File: src/rtl/mem_load_ctrl_if.sv
// mem_load_ctrl_if: stream, compute and mem_sys
// signals around the load controller
interface mem_load_ctrl_if #(
  parameter int W_ADDR_LEN = 20,
  parameter int X_ADDR_LEN = 10,
  parameter int W_SEL_LEN  = 2,
  parameter int X_SEL_LEN  = 2
);
  logic                  start;
  logic                  in_valid;
  logic                  in_data;
  logic                  in_ready;
  logic                  busy;
  logic                  load_done;
  logic                  cmp_rd_w;
  logic [W_ADDR_LEN-1:0] cmp_addr_w;
  logic [W_SEL_LEN-1:0]  cmp_sel_w;
  logic                  cmp_rd_x;
  logic [X_ADDR_LEN-1:0] cmp_addr_x;
  logic [X_SEL_LEN-1:0]  cmp_sel_x;
  logic                  cmp_valid_w;
  logic                  cmp_data_w;
  logic                  cmp_valid_x;
  logic                  cmp_data_x;
  logic                  we_w;
  logic                  we_x;
  logic [W_ADDR_LEN-1:0] address_w;
  logic [X_ADDR_LEN-1:0] address_x;
  logic [W_SEL_LEN-1:0]  sel_w;
  logic [X_SEL_LEN-1:0]  sel_x;
  logic                  data_in;
  logic                  data_out_w;
  logic                  data_out_x;

  modport master (
    output start, in_valid, in_data,
    output cmp_rd_w, cmp_addr_w, cmp_sel_w,
    output cmp_rd_x, cmp_addr_x, cmp_sel_x,
    output data_out_w, data_out_x,
    input  in_ready, busy, load_done,
    input  cmp_valid_w, cmp_data_w,
    input  cmp_valid_x, cmp_data_x,
    input  we_w, we_x, address_w, address_x,
    input  sel_w, sel_x, data_in
  );

  modport slave (
    input  start, in_valid, in_data,
    input  cmp_rd_w, cmp_addr_w, cmp_sel_w,
    input  cmp_rd_x, cmp_addr_x, cmp_sel_x,
    input  data_out_w, data_out_x,
    output in_ready, busy, load_done,
    output cmp_valid_w, cmp_data_w,
    output cmp_valid_x, cmp_data_x,
    output we_w, we_x, address_w, address_x,
    output sel_w, sel_x, data_in
  );
endinterface

File: src/rtl/mem_load_ctrl.sv
// mem_load_ctrl: loads a serial stream into mem_sys
// banks, then hands the read ports to compute
module mem_load_ctrl #(
  parameter int W_ADDR_LEN = 20,
  parameter int X_ADDR_LEN = 10,
  parameter int W_SEL_LEN  = 2,
  parameter int X_SEL_LEN  = 2,
  parameter int W1_LEN     = 10,
  parameter int W2_LEN     = 10,
  parameter int W3_LEN     = 10,
  parameter int W4_LEN     = 10,
  parameter int X_LEN      = 8
) (
  input logic            clk,
  input logic            rst,
  mem_load_ctrl_if.slave bus
);
  localparam int CW = (W_ADDR_LEN > X_ADDR_LEN) ?
                      W_ADDR_LEN : X_ADDR_LEN;

  typedef enum logic [1:0] {
    IDLE, LOAD_W, LOAD_X, DONE
  } state_t;

  state_t                state_q, state_d;
  logic [2:0]            bank_q, bank_d;
  logic [CW-1:0]         addr_q, addr_d;
  logic [CW-1:0]         last_addr;
  logic [W_ADDR_LEN-1:0] wa_q, wa_d;
  logic [W_SEL_LEN-1:0]  ws_q, ws_d;
  logic [X_ADDR_LEN-1:0] xa_q, xa_d;
  logic [X_SEL_LEN-1:0]  xs_q, xs_d;
  logic                  din_q, din_d;
  logic                  we_w_q, we_w_d;
  logic                  we_x_q, we_x_d;
  logic                  pend_w_q, pend_w_d;
  logic                  pend_x_q, pend_x_d;
  logic                  vld_w_q, vld_w_d;
  logic                  vld_x_q, vld_x_d;
  logic                  dat_w_q, dat_w_d;
  logic                  dat_x_q, dat_x_d;
  logic                  loading;

  assign loading = (state_q == LOAD_W) ||
                   (state_q == LOAD_X);

  // last word address of the bank being filled
  always_comb begin
    last_addr = CW'(X_LEN - 1);
    unique case (bank_q)
      3'd0:    last_addr = CW'(W1_LEN - 1);
      3'd1:    last_addr = CW'(W2_LEN - 1);
      3'd2:    last_addr = CW'(W3_LEN - 1);
      3'd3:    last_addr = CW'(W4_LEN - 1);
      default: last_addr = CW'(X_LEN - 1);
    endcase
  end

  // load FSM, counters and registered write port
  always_comb begin
    state_d = state_q;
    bank_d  = bank_q;
    addr_d  = addr_q;
    wa_d    = wa_q;
    ws_d    = ws_q;
    xa_d    = xa_q;
    xs_d    = xs_q;
    din_d   = din_q;
    we_w_d  = 1'b0;
    we_x_d  = 1'b0;
    unique case (state_q)
      IDLE, DONE: begin
        if (bus.start) begin
          state_d = LOAD_W;
          bank_d  = '0;
          addr_d  = '0;
        end
      end
      LOAD_W: begin
        if (bus.in_valid) begin
          we_w_d = 1'b1;
          wa_d   = W_ADDR_LEN'(addr_q);
          ws_d   = W_SEL_LEN'(bank_q);
          din_d  = bus.in_data;
          if (addr_q == last_addr) begin
            addr_d = '0;
            bank_d = bank_q + 3'd1;
            if (bank_q == 3'd3) state_d = LOAD_X;
          end else begin
            addr_d = addr_q + CW'(1);
          end
        end
      end
      LOAD_X: begin
        if (bus.in_valid) begin
          we_x_d = 1'b1;
          xa_d   = X_ADDR_LEN'(addr_q);
          xs_d   = '0;
          din_d  = bus.in_data;
          if (addr_q == last_addr) begin
            addr_d  = '0;
            state_d = DONE;
          end else begin
            addr_d = addr_q + CW'(1);
          end
        end
      end
      default: state_d = IDLE;
    endcase
  end

  // compute reads: accept, wait out mem latency, flag
  always_comb begin
    pend_w_d = ~loading & bus.cmp_rd_w;
    pend_x_d = ~loading & bus.cmp_rd_x;
    vld_w_d  = pend_w_q;
    vld_x_d  = pend_x_q;
    dat_w_d  = pend_w_q ? bus.data_out_w : dat_w_q;
    dat_x_d  = pend_x_q ? bus.data_out_x : dat_x_q;
  end

  // state and pipeline registers
  always_ff @(posedge clk or negedge rst) begin
    if (!rst) begin
      state_q  <= IDLE;
      bank_q   <= '0;
      addr_q   <= '0;
      wa_q     <= '0;
      ws_q     <= '0;
      xa_q     <= '0;
      xs_q     <= '0;
      din_q    <= 1'b0;
      we_w_q   <= 1'b0;
      we_x_q   <= 1'b0;
      pend_w_q <= 1'b0;
      pend_x_q <= 1'b0;
      vld_w_q  <= 1'b0;
      vld_x_q  <= 1'b0;
      dat_w_q  <= 1'b0;
      dat_x_q  <= 1'b0;
    end else begin
      state_q  <= state_d;
      bank_q   <= bank_d;
      addr_q   <= addr_d;
      wa_q     <= wa_d;
      ws_q     <= ws_d;
      xa_q     <= xa_d;
      xs_q     <= xs_d;
      din_q    <= din_d;
      we_w_q   <= we_w_d;
      we_x_q   <= we_x_d;
      pend_w_q <= pend_w_d;
      pend_x_q <= pend_x_d;
      vld_w_q  <= vld_w_d;
      vld_x_q  <= vld_x_d;
      dat_w_q  <= dat_w_d;
      dat_x_q  <= dat_x_d;
    end
  end

  // the final write lands in DONE, so a pending
  // write keeps the port until it has issued
  assign bus.in_ready    = loading;
  assign bus.busy        = loading;
  assign bus.load_done   = (state_q == DONE);
  assign bus.we_w        = we_w_q;
  assign bus.we_x        = we_x_q;
  assign bus.data_in     = din_q;
  assign bus.address_w   = (loading | we_w_q) ?
                           wa_q : bus.cmp_addr_w;
  assign bus.sel_w       = (loading | we_w_q) ?
                           ws_q : bus.cmp_sel_w;
  assign bus.address_x   = (loading | we_x_q) ?
                           xa_q : bus.cmp_addr_x;
  assign bus.sel_x       = (loading | we_x_q) ?
                           xs_q : bus.cmp_sel_x;
  assign bus.cmp_valid_w = vld_w_q;
  assign bus.cmp_valid_x = vld_x_q;
  assign bus.cmp_data_w  = dat_w_q;
  assign bus.cmp_data_x  = dat_x_q;
endmodule

File: src/flat_wrapper.sv
// flat-port wrapper written by rule: the top's interface ports become plain ports
module mem_load_ctrl_flat 
#(
  parameter int W_ADDR_LEN = 20,
  parameter int X_ADDR_LEN = 10,
  parameter int W_SEL_LEN  = 2,
  parameter int X_SEL_LEN  = 2,
  parameter int W1_LEN     = 10,
  parameter int W2_LEN     = 10,
  parameter int W3_LEN     = 10,
  parameter int W4_LEN     = 10,
  parameter int X_LEN      = 8
)
  (clk, rst, bus_start, bus_in_valid, bus_in_data, bus_cmp_rd_w, bus_cmp_addr_w, bus_cmp_sel_w, bus_cmp_rd_x, bus_cmp_addr_x, bus_cmp_sel_x, bus_data_out_w, bus_data_out_x, bus_in_ready, bus_busy, bus_load_done, bus_cmp_valid_w, bus_cmp_data_w, bus_cmp_valid_x, bus_cmp_data_x, bus_we_w, bus_we_x, bus_address_w, bus_address_x, bus_sel_w, bus_sel_x, bus_data_in);
  mem_load_ctrl_if #(.W_ADDR_LEN(W_ADDR_LEN), .X_ADDR_LEN(X_ADDR_LEN), .W_SEL_LEN(W_SEL_LEN), .X_SEL_LEN(X_SEL_LEN)) bus_i ();
  input logic clk;
  input logic rst;
  input wire logic [$bits(bus_i.start)-1:0] bus_start;
  input wire logic [$bits(bus_i.in_valid)-1:0] bus_in_valid;
  input wire logic [$bits(bus_i.in_data)-1:0] bus_in_data;
  input wire logic [$bits(bus_i.cmp_rd_w)-1:0] bus_cmp_rd_w;
  input wire logic [$bits(bus_i.cmp_addr_w)-1:0] bus_cmp_addr_w;
  input wire logic [$bits(bus_i.cmp_sel_w)-1:0] bus_cmp_sel_w;
  input wire logic [$bits(bus_i.cmp_rd_x)-1:0] bus_cmp_rd_x;
  input wire logic [$bits(bus_i.cmp_addr_x)-1:0] bus_cmp_addr_x;
  input wire logic [$bits(bus_i.cmp_sel_x)-1:0] bus_cmp_sel_x;
  input wire logic [$bits(bus_i.data_out_w)-1:0] bus_data_out_w;
  input wire logic [$bits(bus_i.data_out_x)-1:0] bus_data_out_x;
  output wire logic [$bits(bus_i.in_ready)-1:0] bus_in_ready;
  output wire logic [$bits(bus_i.busy)-1:0] bus_busy;
  output wire logic [$bits(bus_i.load_done)-1:0] bus_load_done;
  output wire logic [$bits(bus_i.cmp_valid_w)-1:0] bus_cmp_valid_w;
  output wire logic [$bits(bus_i.cmp_data_w)-1:0] bus_cmp_data_w;
  output wire logic [$bits(bus_i.cmp_valid_x)-1:0] bus_cmp_valid_x;
  output wire logic [$bits(bus_i.cmp_data_x)-1:0] bus_cmp_data_x;
  output wire logic [$bits(bus_i.we_w)-1:0] bus_we_w;
  output wire logic [$bits(bus_i.we_x)-1:0] bus_we_x;
  output wire logic [$bits(bus_i.address_w)-1:0] bus_address_w;
  output wire logic [$bits(bus_i.address_x)-1:0] bus_address_x;
  output wire logic [$bits(bus_i.sel_w)-1:0] bus_sel_w;
  output wire logic [$bits(bus_i.sel_x)-1:0] bus_sel_x;
  output wire logic [$bits(bus_i.data_in)-1:0] bus_data_in;
  assign bus_i.start = bus_start;
  assign bus_i.in_valid = bus_in_valid;
  assign bus_i.in_data = bus_in_data;
  assign bus_i.cmp_rd_w = bus_cmp_rd_w;
  assign bus_i.cmp_addr_w = bus_cmp_addr_w;
  assign bus_i.cmp_sel_w = bus_cmp_sel_w;
  assign bus_i.cmp_rd_x = bus_cmp_rd_x;
  assign bus_i.cmp_addr_x = bus_cmp_addr_x;
  assign bus_i.cmp_sel_x = bus_cmp_sel_x;
  assign bus_i.data_out_w = bus_data_out_w;
  assign bus_i.data_out_x = bus_data_out_x;
  assign bus_in_ready = bus_i.in_ready;
  assign bus_busy = bus_i.busy;
  assign bus_load_done = bus_i.load_done;
  assign bus_cmp_valid_w = bus_i.cmp_valid_w;
  assign bus_cmp_data_w = bus_i.cmp_data_w;
  assign bus_cmp_valid_x = bus_i.cmp_valid_x;
  assign bus_cmp_data_x = bus_i.cmp_data_x;
  assign bus_we_w = bus_i.we_w;
  assign bus_we_x = bus_i.we_x;
  assign bus_address_w = bus_i.address_w;
  assign bus_address_x = bus_i.address_x;
  assign bus_sel_w = bus_i.sel_w;
  assign bus_sel_x = bus_i.sel_x;
  assign bus_data_in = bus_i.data_in;
  mem_load_ctrl #(.W_ADDR_LEN(W_ADDR_LEN), .X_ADDR_LEN(X_ADDR_LEN), .W_SEL_LEN(W_SEL_LEN), .X_SEL_LEN(X_SEL_LEN), .W1_LEN(W1_LEN), .W2_LEN(W2_LEN), .W3_LEN(W3_LEN), .W4_LEN(W4_LEN), .X_LEN(X_LEN)) u_core (.clk(clk), .rst(rst), .bus(bus_i));
endmodule
File: config.mk
export PLATFORM = sky130hd
export DESIGN_NAME = mem_load_ctrl_flat
export DESIGN_NICKNAME = d
export VERILOG_FILES = /design/src/rtl/mem_load_ctrl_if.sv /design/src/rtl/mem_load_ctrl.sv /design/src/flat_wrapper.sv
export SDC_FILE = /design/constraint.sdc
export NUM_CORES = 1
export LEC_CHECK = 0
export CAP_MARGIN = 20
export CELL_PAD_IN_SITES_DETAIL_PLACEMENT = 1
export CELL_PAD_IN_SITES_GLOBAL_PLACEMENT = 1
export CORE_ASPECT_RATIO = 1.2
export CORE_MARGIN = 1.5
export CORE_UTILIZATION = 42
export CTS_BUF_LIST = sky130_fd_sc_hd__clkbuf_8
export DETAILED_ROUTE_END_ITERATION = 6
export PLACE_DENSITY_LB_ADDON = 0.08
export SYNTH_ARGS = -nofsm -noshare
export SYNTH_HDL_FRONTEND = slang
export SYNTH_SLANG_ARGS = --single-unit
File: constraint.sdc
create_clock -name clk -period 6.8 [get_ports clk]
set_clock_uncertainty 0.1 [all_clocks]
set_input_delay 1.36 -clock clk [delete_from_list [all_inputs] [get_ports clk]]
set_output_delay 1.36 -clock clk [all_outputs]
set_load 0.1 [all_outputs]
## Word level (Yosys, flattened, before mapping)

Cells that the tools add are included.

| word-level totals | value |
|---|---|
| bits in registers | 66 |
| latch bits | 0 |
| bits in writable memories | 0 |
| bits in read-only memories | 0 |
| input bits | 43 |
| output and inout port bits | 44 |
| logic and storage cells | 72 |
| memories kept | 0 |

| operators by class | value |
|---|---|
| add/subtract/negate cells | 2 |
| multipliers | 0 |
| divide/modulo/power cells | 0 |
| $lt $le $gt $ge | 0 |
| equality and inequality tests | 14 |
| shift-type cells | 0 |
| muxes and demuxes | 23 |
| bitwise operators | 5 |
| reduce and logical (&&, ||, !) cells | 13 |

Operators with widths:

| operator | number |
|---|---|
| two-way mux 20 bit | 4 |
| one-hot mux 20 bit (2 select lines) | 1 |
| adder 20 x 1 -> 20 bit (second input constant) | 1 |
| == test 20 x 4 -> 1 bit | 1 |
| two-way mux 2 bit | 8 |
| inequality test 2 bit (second input constant) | 6 |
| two-way mux 10 bit | 1 |
| two-way mux 3 bit | 3 |
| AND reduction 2 bit | 4 |
| == test 3 x 2 -> 1 bit (second input constant) | 2 |
| one-hot mux 2 bit (3 select lines) | 1 |
| one-hot mux 3 bit (2 select lines) | 1 |
| AND reduction 6 bit | 1 |
| == test 2 bit (second input constant) | 2 |
| two-way mux 4 bit | 1 |
| AND reduction 4 bit | 1 |
| OR reduction 2 bit | 2 |
| OR reduction 4 bit | 1 |
| adder 3 x 1 -> 3 bit (second input constant) | 1 |
| == test 3 x 1 -> 1 bit (second input constant) | 1 |
| zero test 3 bit | 1 |
| two-way mux 1 bit | 3 |
| AND 1 bit | 2 |
| == test 2 x 1 -> 1 bit (second input constant) | 1 |
| 6 further kinds | 7 |

## Depth between registers and ports, before layout

Gate-level depths: netlist (run 1).

| depth | value |
|---|---|
| depth in word-level cells | 7 |
| mapped depth | 9 |
| mapped depth without buffers | 7 |

## Worst setup path after synthesis (run 1)

No wires, ideal clock.

| timing | value |
|---|---|
| kind | reg-to-output |
| start point | reg u_core.state_q[0] |
| end point | out bus_sel_x[0] |
| arrival | 2.691 ns |
| required time | 5.340 ns |
| slack | 2.649 ns |
| cell stages (with the launch flop) | 7 |
| path buffers | 1 |
| path through | dfrtp_1 -> inv_1 -> ha_1 -> inv_1 -> nor2_1 -> clkbuf_1 -> and2_1 |

| on the way | value |
|---|---|
| cells in the longest elaborated chain, start to end | 4 |
| elaborated cells between the ends (all ways) | 5 |
| classes of those cells | eq/ne: 2; mux: 1; bitwise: 1; reduce/logical: 1 |

Ends and longest elaborated chain:

| item | RTL line | text |
|---|---|---|
| from (decl) | mem_load_ctrl.sv:25 | `state_t state_q, state_d;` |
| from (signal assigned) | mem_load_ctrl.sv:142 | `state_q <= state_d;` |
| == test 2 x 1 -> 1 bit / == test 2 bit (equally long branches) | mem_load_ctrl.sv:44, mem_load_ctrl.sv:45 |  |
| logical OR 1 bit * | mem_load_ctrl.sv:44 | `assign loading = (state_q == LOAD_W) \|\|` |
| net bus_busy | flat_wrapper.sv:30 | `output wire logic [$bits(bus_i.busy)-1:0] bus_busy;` |
| bitwise OR 1 bit * | mem_load_ctrl.sv:175 | `assign bus.sel_x = (loading \| we_x_q) ?` |
| two-way mux 2 bit * | mem_load_ctrl.sv:175 |  |
| to (decl) | flat_wrapper.sv:41 | `output wire logic [$bits(bus_i.sel_x)-1:0] bus_sel_x;` |

Mark *: on every way through the listed nets, which the timed path passes. The rest lies on a longest branch.

## Worst setup path in the final report (run 1)

| timing | value |
|---|---|
| start point | reg u_core.state_q[0] |
| end point | out bus_address_x[3] |

| on the way | value |
|---|---|
| cells in the longest elaborated chain, start to end | 4 |
| elaborated cells between the ends (all ways) | 5 |
| classes of those cells | eq/ne: 2; mux: 1; bitwise: 1; reduce/logical: 1 |

Ends and longest elaborated chain:

| item | RTL line | text |
|---|---|---|
| == test 2 x 1 -> 1 bit / == test 2 bit (equally long branches) | mem_load_ctrl.sv:44, mem_load_ctrl.sv:45 |  |
| logical OR 1 bit * | mem_load_ctrl.sv:44 |  |
| bitwise OR 1 bit * | mem_load_ctrl.sv:173 | `assign bus.address_x = (loading \| we_x_q) ?` |
| two-way mux 10 bit * | mem_load_ctrl.sv:173 |  |
| to (decl) | flat_wrapper.sv:39 | `output wire logic [$bits(bus_i.address_x)-1:0] bus_address_x;` |

Every way passes the cells marked *; elsewhere a longest branch is shown, timed or not.

==> impl_metrics.py, run 1 <==
metrics = {
    "routing": {
        "drc": 9,
        "first_iter_violations": 118,
        "via_count": 2788,
        "wire_per_inst_um": 18.61,
        "drt-vias-per-instance": 5.678,
        "first_pass_iters": 6,
        "ant_nets": 0,
        "wl_mm": 9.139,
    },
    "logic_synthesis": {
        "synth_enable_flop_cells": 0,
        "synth_most_common_cell": "dfrtp_1",
        "synth_top_area_share_pct": 47.95,
        "yosysSeqAreaShare_pct": 47.95,
        "synth_area_sq_um": 3445,
        "synth_commonest_cells": "dfrtp_1 (66), mux2_2 (63), nand2_1 (26)",
        "avgSynthCellArea_sq_um": 11.15,
        "async_flop_share_pct": 100.0,
        "netlist_top_cells_area": "dfrtp_1 (48%), mux2_2 (21%), nand2_1 (2.8%)",
        "synthCells": 309,
        "synth_largest_area_cell": "dfrtp_1",
        "synth_flop_cell": "dfrtp_1",
        "synth.net_count": 359,
        "synth_cell_type_count": 37,
        "ys.warnings.count": 0,
        "ys_ff_latch": 66,
    },
    "floorplanning": {
        "start_util_pct": 42.96,
        "die-area_sq_um": 8756,
        "dieHeight_um": 102.2,
        "fp.coreArea_sq_um": 8018,
        "num_rows": 36,
        "die_x_um": 85.67,
        "io_pins": 87,
    },
    "worst_hold_path": {
        "min_path_type": "reg2reg",
        "min_from": "u_core.pend_w_q",
    },
    "grt": {
        "grt_util_all_layers_pct": 21.47,
        "grt_pass1_vias": 2883,
        "top_usage_layer": "met2",
        "use_met1_pct": 27.02,
        "grt_first_pass_wirelength_mm": 14.49,
        "antenna_found_initial": 0,
        "met2_usage_pct": 36.34,
        "grt_use_met3_pct": 3.150,
        "grt_max_degree": 67,
        "grt-ovfl-total": 0,
    },
    "timing": {
        "final_hold_viol_count": 0,
        "setup_violations": 0,
        "worst_pin_slew_ps": 987.4,
        "rsz0062_at_grt": "no",
        "finalCriticalPeriod_ps": 5116,
        "maxSlewViolCount": 0,
        "setup_tns_ps": 0,
        "max_freq_mhz": 195.5,
        "max-slew-margin-rel_pct": 33.97,
        "finalCritPeriodShare_pct": 75.23,
    },
    "layout": {
        "syn_to_final_growth_pct": 33.27,
        "antennaDiodeCount": 0,
        "drive_gt1_share_pct": 22.98,
        "final_util_pct": 57.26,
        "finalNetCount": 441,
        "final_cell_count_no_fill": 491,
        "multiInputGateArea_sq_um": 1644,
        "fillers": 862,
        "regArea_sq_um": 1652,
        "fin_area_sq_um": 4591,
    },
    "placement": {
        "placed_cell_area_sq_um": 4330,
        "dp_cells": 473,
        "place_congestion": 0.8239,
        "port_buffers": 86,
        "hpwl_mm": 6.345,
    },
    "setup_path": {
        "crit_end": "bus_address_x[3]",
        "reg2reg_depth": 8,
        "r2r-start": "u_core.state_q[0]",
        "crit_start": "u_core.state_q[0]",
        "path_class": "reg2out",
        "crit_path_end_kind": "output pin",
        "startpoint_type": "flip-flop",
        "r2r_slack_ps": 4340,
        "cp_max_fo": 12,
        "r2r-end": "u_core.addr_q[3]",
        "crit_arrival_ps": 3660,
        "required_ps": 5340,
    },
    "clock_tree": {
        "cts_tree": "yes",
        "post_cts_buffers": 0,
        "cts-buffers-inserted": 9,
        "path_clk_slew_ps": 80,
        "clock-root-buffer": "clkbuf_8",
        "cts.sinks": 66,
        "postCtsResizedCells": 0,
        "htreeDepth": 3,
        "cts_hold_buffers": 0,
        "ctsLongestPathBuffers": 2,
        "clk_latency_ps": 350,
    },
    "status": {
        "violations": "DRC",
        "status": "finished with violations",
    },
    "job": {
        "maxCapViolCount": 0,
    },
}
## worst min path at each step
stage	end	slack, ps	cells after the start
global placement	u_core.bus.cmp_valid_x	270	0
finish	u_core.bus.cmp_valid_w	290	0
floorplan	u_core.bus.cmp_valid_w	260	0
detailed placement	u_core.bus.cmp_valid_w	280	0
global route	u_core.bus.cmp_valid_x	310	0
CTS	u_core.bus.cmp_valid_w	290	0
## layer usage
| metal | share of wire [%] | vias up | wire length, um |
|---|---|---|---|
| met4 | 2.7 | 0 | 244 |
| met5 | 0 | - | 0 |
| met3 | 4.2 | 23 | 383 |
| met2 | 50 | 65 | 4531 |
| li1 | - | 1287 | - |
| met1 | 44 | 1413 | 3979 |
## through the flow
stage | hold WS, ps | setup slack [ps]
3_5_place_dp | 275.3 | 1806
5_1_grt | 305.7 | 1502
4_1_cts | 292.6 | 1439
2_1_floorplan | 261.8 | 2649
3_3_place_gp | 274.7 | 2026
6_report | 289.5 | 1684
## final cells by class
class                      instances  area share, %
clock inverter                     5          1.172
inverter                          12         0.9812
sequential                        66          35.98
timing repair buffer              90          20.17
multi-input combinational        212          35.81
tap                               95          2.589
clock buffer                      11          3.298
## worst max-delay path: stages (launching register included)
cell	delay, ps
dfrtp_1	410
inv_1	80
ha_1	400
inv_1	180
nor2_1	790
mux2_2	300
clkdlybuf4s50_1	1140
## registers in the layout, summed over array words and instances, names as in the netlist, 2 cells and up
register and count:
u_core.xa_q 10, u_core.bank_q 3, u_core.wa_q 20, u_core.addr_q 20, u_core.ws_q 2, u_core.state_q 2
## logic make-up (layout without fill, tap and decap cells)
kind of cell,after synthesis,in the layout,synth area share [%]
AOI/OAI and AO/OA,56,56,10.57
DFF,66,66,47.95
buffers and inverters,31,118,4.395
muxes,68,68,22.05
adders and majority gates,7,7,2.543
and+or+nand+nor,81,81,12.50
## layout by cell type (no fill, tap or decap), types with 2 or more instances in the layout
master / n
clkdlybuf4s50_1: 85
dfrtp_1: 66
mux2_2: 63
nand2_1: 26
a21oi_1: 15
inv_1: 13
o21ai_0: 13
a31oi_1: 13
clkbuf_8: 11
nand3_1: 8
nand4_1: 8
nor2_1: 7
ha_1: 7
and2_1: 6
nand2b_1: 6
nor4_1: 5
mux2i_1: 5
or2b_1: 4
and3_1: 3
a41oi_1: 3
o22ai_1: 3
a211oi_1: 2
nor3_1: 2
a22o_1: 2
clkinvlp_4: 2
buf_16: 2
buf_4: 2
Power of run 1 is left out: the tool's default activity adds up to more than one toggle a clock period on the data nets, which glitch-free logic cannot reach.
==> inputs of run 2 (changes only) <==
--- a/config.mk
+++ b/config.mk
@@ -10,7 +10,7 @@
 export CELL_PAD_IN_SITES_GLOBAL_PLACEMENT = 1
 export CORE_ASPECT_RATIO = 1.2
 export CORE_MARGIN = 1.5
-export CORE_UTILIZATION = 42
+export CORE_UTILIZATION = 36
 export CTS_BUF_LIST = sky130_fd_sc_hd__clkbuf_8
 export DETAILED_ROUTE_END_ITERATION = 6
 export PLACE_DENSITY_LB_ADDON = 0.08
==> constraint.sdc (replaced) <==
create_clock -name clk -period 4.64 [get_ports clk]
set_clock_uncertainty 0.1 [all_clocks]
set_input_delay 0.928 -clock clk [delete_from_list [all_inputs] [get_ports clk]]
set_output_delay 0.928 -clock clk [all_outputs]
set_load 0.1 [all_outputs]
==> run 2 against run 1 <==
Compared with the run above:
- the flow now finishes without violations
- setup slack worse by 870 ps
- critical path depth stayed put
- routed wire length is 2.1% lower
- flip-flop and latch count stayed put
- final cell count is 5.1% higher
- sequential share of layout area is 0.43 points higher
- first-iteration DRC count is 39% lower
- die area is 16% higher
- via count is 2.8% lower
==> impl_metrics.py, run 2 (synthesis gave the netlist of run 1 again) <==
metrics = {
    "placement": {
        "hpwl_mm": 6.484,
        "port_buffers": 86,
        "dp_cells": 499,
        "place_congestion": 0.8232,
    },
    "timing": {
        "finalCritPeriodShare_pct": 82.55,
        "maxSlewViolCount": 0,
        "finalCriticalPeriod_ps": 3831,
        "max_freq_mhz": 261.1,
        "rsz0062_at_grt": "no",
        "worst_pin_slew_ps": 981.2,
        "setup_violations": 0,
        "final_hold_viol_count": 0,
        "setup_tns_ps": 0,
        "max-slew-margin-rel_pct": 34.38,
    },
    "status": {
        "status": "finished clean",
    },
    "routing": {
        "via_count": 2710,
        "first_iter_violations": 72,
        "first_pass_iters": 4,
        "drc": 0,
        "ant_nets": 0,
        "wl_mm": 8.946,
        "wire_per_inst_um": 17.34,
        "drt-vias-per-instance": 5.252,
    },
    "clock_tree": {
        "cts.sinks": 66,
        "path_clk_slew_ps": 80,
        "cts-buffers-inserted": 9,
        "clock-root-buffer": "clkbuf_8",
        "ctsLongestPathBuffers": 2,
        "clk_latency_ps": 360,
        "cts_hold_buffers": 0,
        "cts_tree": "yes",
        "htreeDepth": 3,
        "postCtsResizedCells": 0,
        "post_cts_buffers": 0,
    },
    "floorplanning": {
        "fp.coreArea_sq_um": 9176,
        "start_util_pct": 37.54,
        "num_rows": 38,
        "dieHeight_um": 110.2,
        "io_pins": 87,
        "die-area_sq_um": 10170,
        "die_x_um": 92.30,
    },
    "worst_hold_path": {
        "min_from": "u_core.pend_x_q",
        "min_path_type": "reg2reg",
    },
    "grt": {
        "grt_first_pass_wirelength_mm": 14.43,
        "antenna_found_initial": 0,
        "grt-ovfl-total": 0,
        "grt_pass1_vias": 2816,
        "grt_max_degree": 35,
        "grt_util_all_layers_pct": 18.75,
    },
    "layout": {
        "final_cell_count_no_fill": 516,
        "mostFrequentLayoutCell": "dfrtp_1",
        "layout_common_cells": "dfrtp_1 (66), mux2_2 (63), clkdlybuf4s50_1 (51)",
        "finalNetCount": 441,
        "reg_top3": "u_core.addr_q: 20 flops, u_core.wa_q: 20 flops, u_core.xa_q: 10 flops",
        "syn_to_final_growth_pct": 31.71,
        "antennaDiodeCount": 0,
        "drive_gt1_share_pct": 31.82,
        "fillers": 983,
    },
    "setup_path": {
        "r2r-start": "u_core.state_q[0]",
        "crit_start": "u_core.state_q[0]",
        "crit_arrival_ps": 2800,
        "path_class": "reg2out",
        "required_ps": 3610,
        "cp_max_fo": 12,
        "crit_path_end_kind": "output pin",
        "startpoint_type": "flip-flop",
    },
    "job": {
        "maxCapViolCount": 0,
    },
}
[run 2: cell types whose count changed in the layout (fill, tap and decap cells not counted)]
cell             delta
clkbuf_8            -2
clkinv_4            +1
clkdlybuf4s50_1    -34
bufinv_16           +1
buf_4              +35
inv_6               +2
inv_1               -1
buf_16              -1
clkinv_2            -1
[run 2: metal layers]
layer	global-route usage (%)	vias to the layer above	share of wire, %
met4	7.253	0	1.4
met5	0	-	0
met3	3.567	9	3.3
li1	-	1281	-
met1	21.94	1372	43
met2	34.02	48	53
[run 2: critical path: stages, from the launching register on]
cell and delay [ps]:
dfrtp_1 400, inv_1 80, ha_1 390, inv_1 180, nor2_1 720, mux2_2 420, buf_4 230
[run 2: layout make-up]
type / instances / area [sq um] / area share, %
inverter: 12 / 45.04 / 0.9928
clock buffer: 9 / 123.9 / 2.730
multi-input combinational: 212 / 1644 / 36.24
clock inverter: 7 / 101.3 / 2.234
tap: 120 / 150.1 / 3.309
sequential: 66 / 1652 / 36.40
timing repair buffer: 90 / 820.8 / 18.09
[run 2: path summary, 6_finish.rpt]
path                                           to  slack, ps  depth (start not counted)
hold reg to reg            u_core.bus.cmp_valid_x        290                          0
min in group asynchronous  u_core.bus.cmp_valid_x        540                          1
setup / recovery                 bus_address_x[6]        810                          6
hold / removal             u_core.bus.cmp_valid_x        290                          0
max in group asynchronous       u_core.addr_q[19]       2970                          2
setup reg to reg                u_core.addr_q[15]       1860                          8
[run 2: metrics by stage]
step           hold WS (ps)  utilization, %  cell area (sq um)  setup WS, ps
3_3_place_gp          272.6           46.69               4284          1271
4_1_cts               301.3           49.14               4509         746.4
5_1_grt               307.2           49.44               4537         507.6
3_5_place_dp          281.4           46.69               4284          1150
2_1_floorplan         261.8               -               3445         920.9
6_report              293.7           49.44               4537         809.5
Power of run 2 is left out for the same reason.
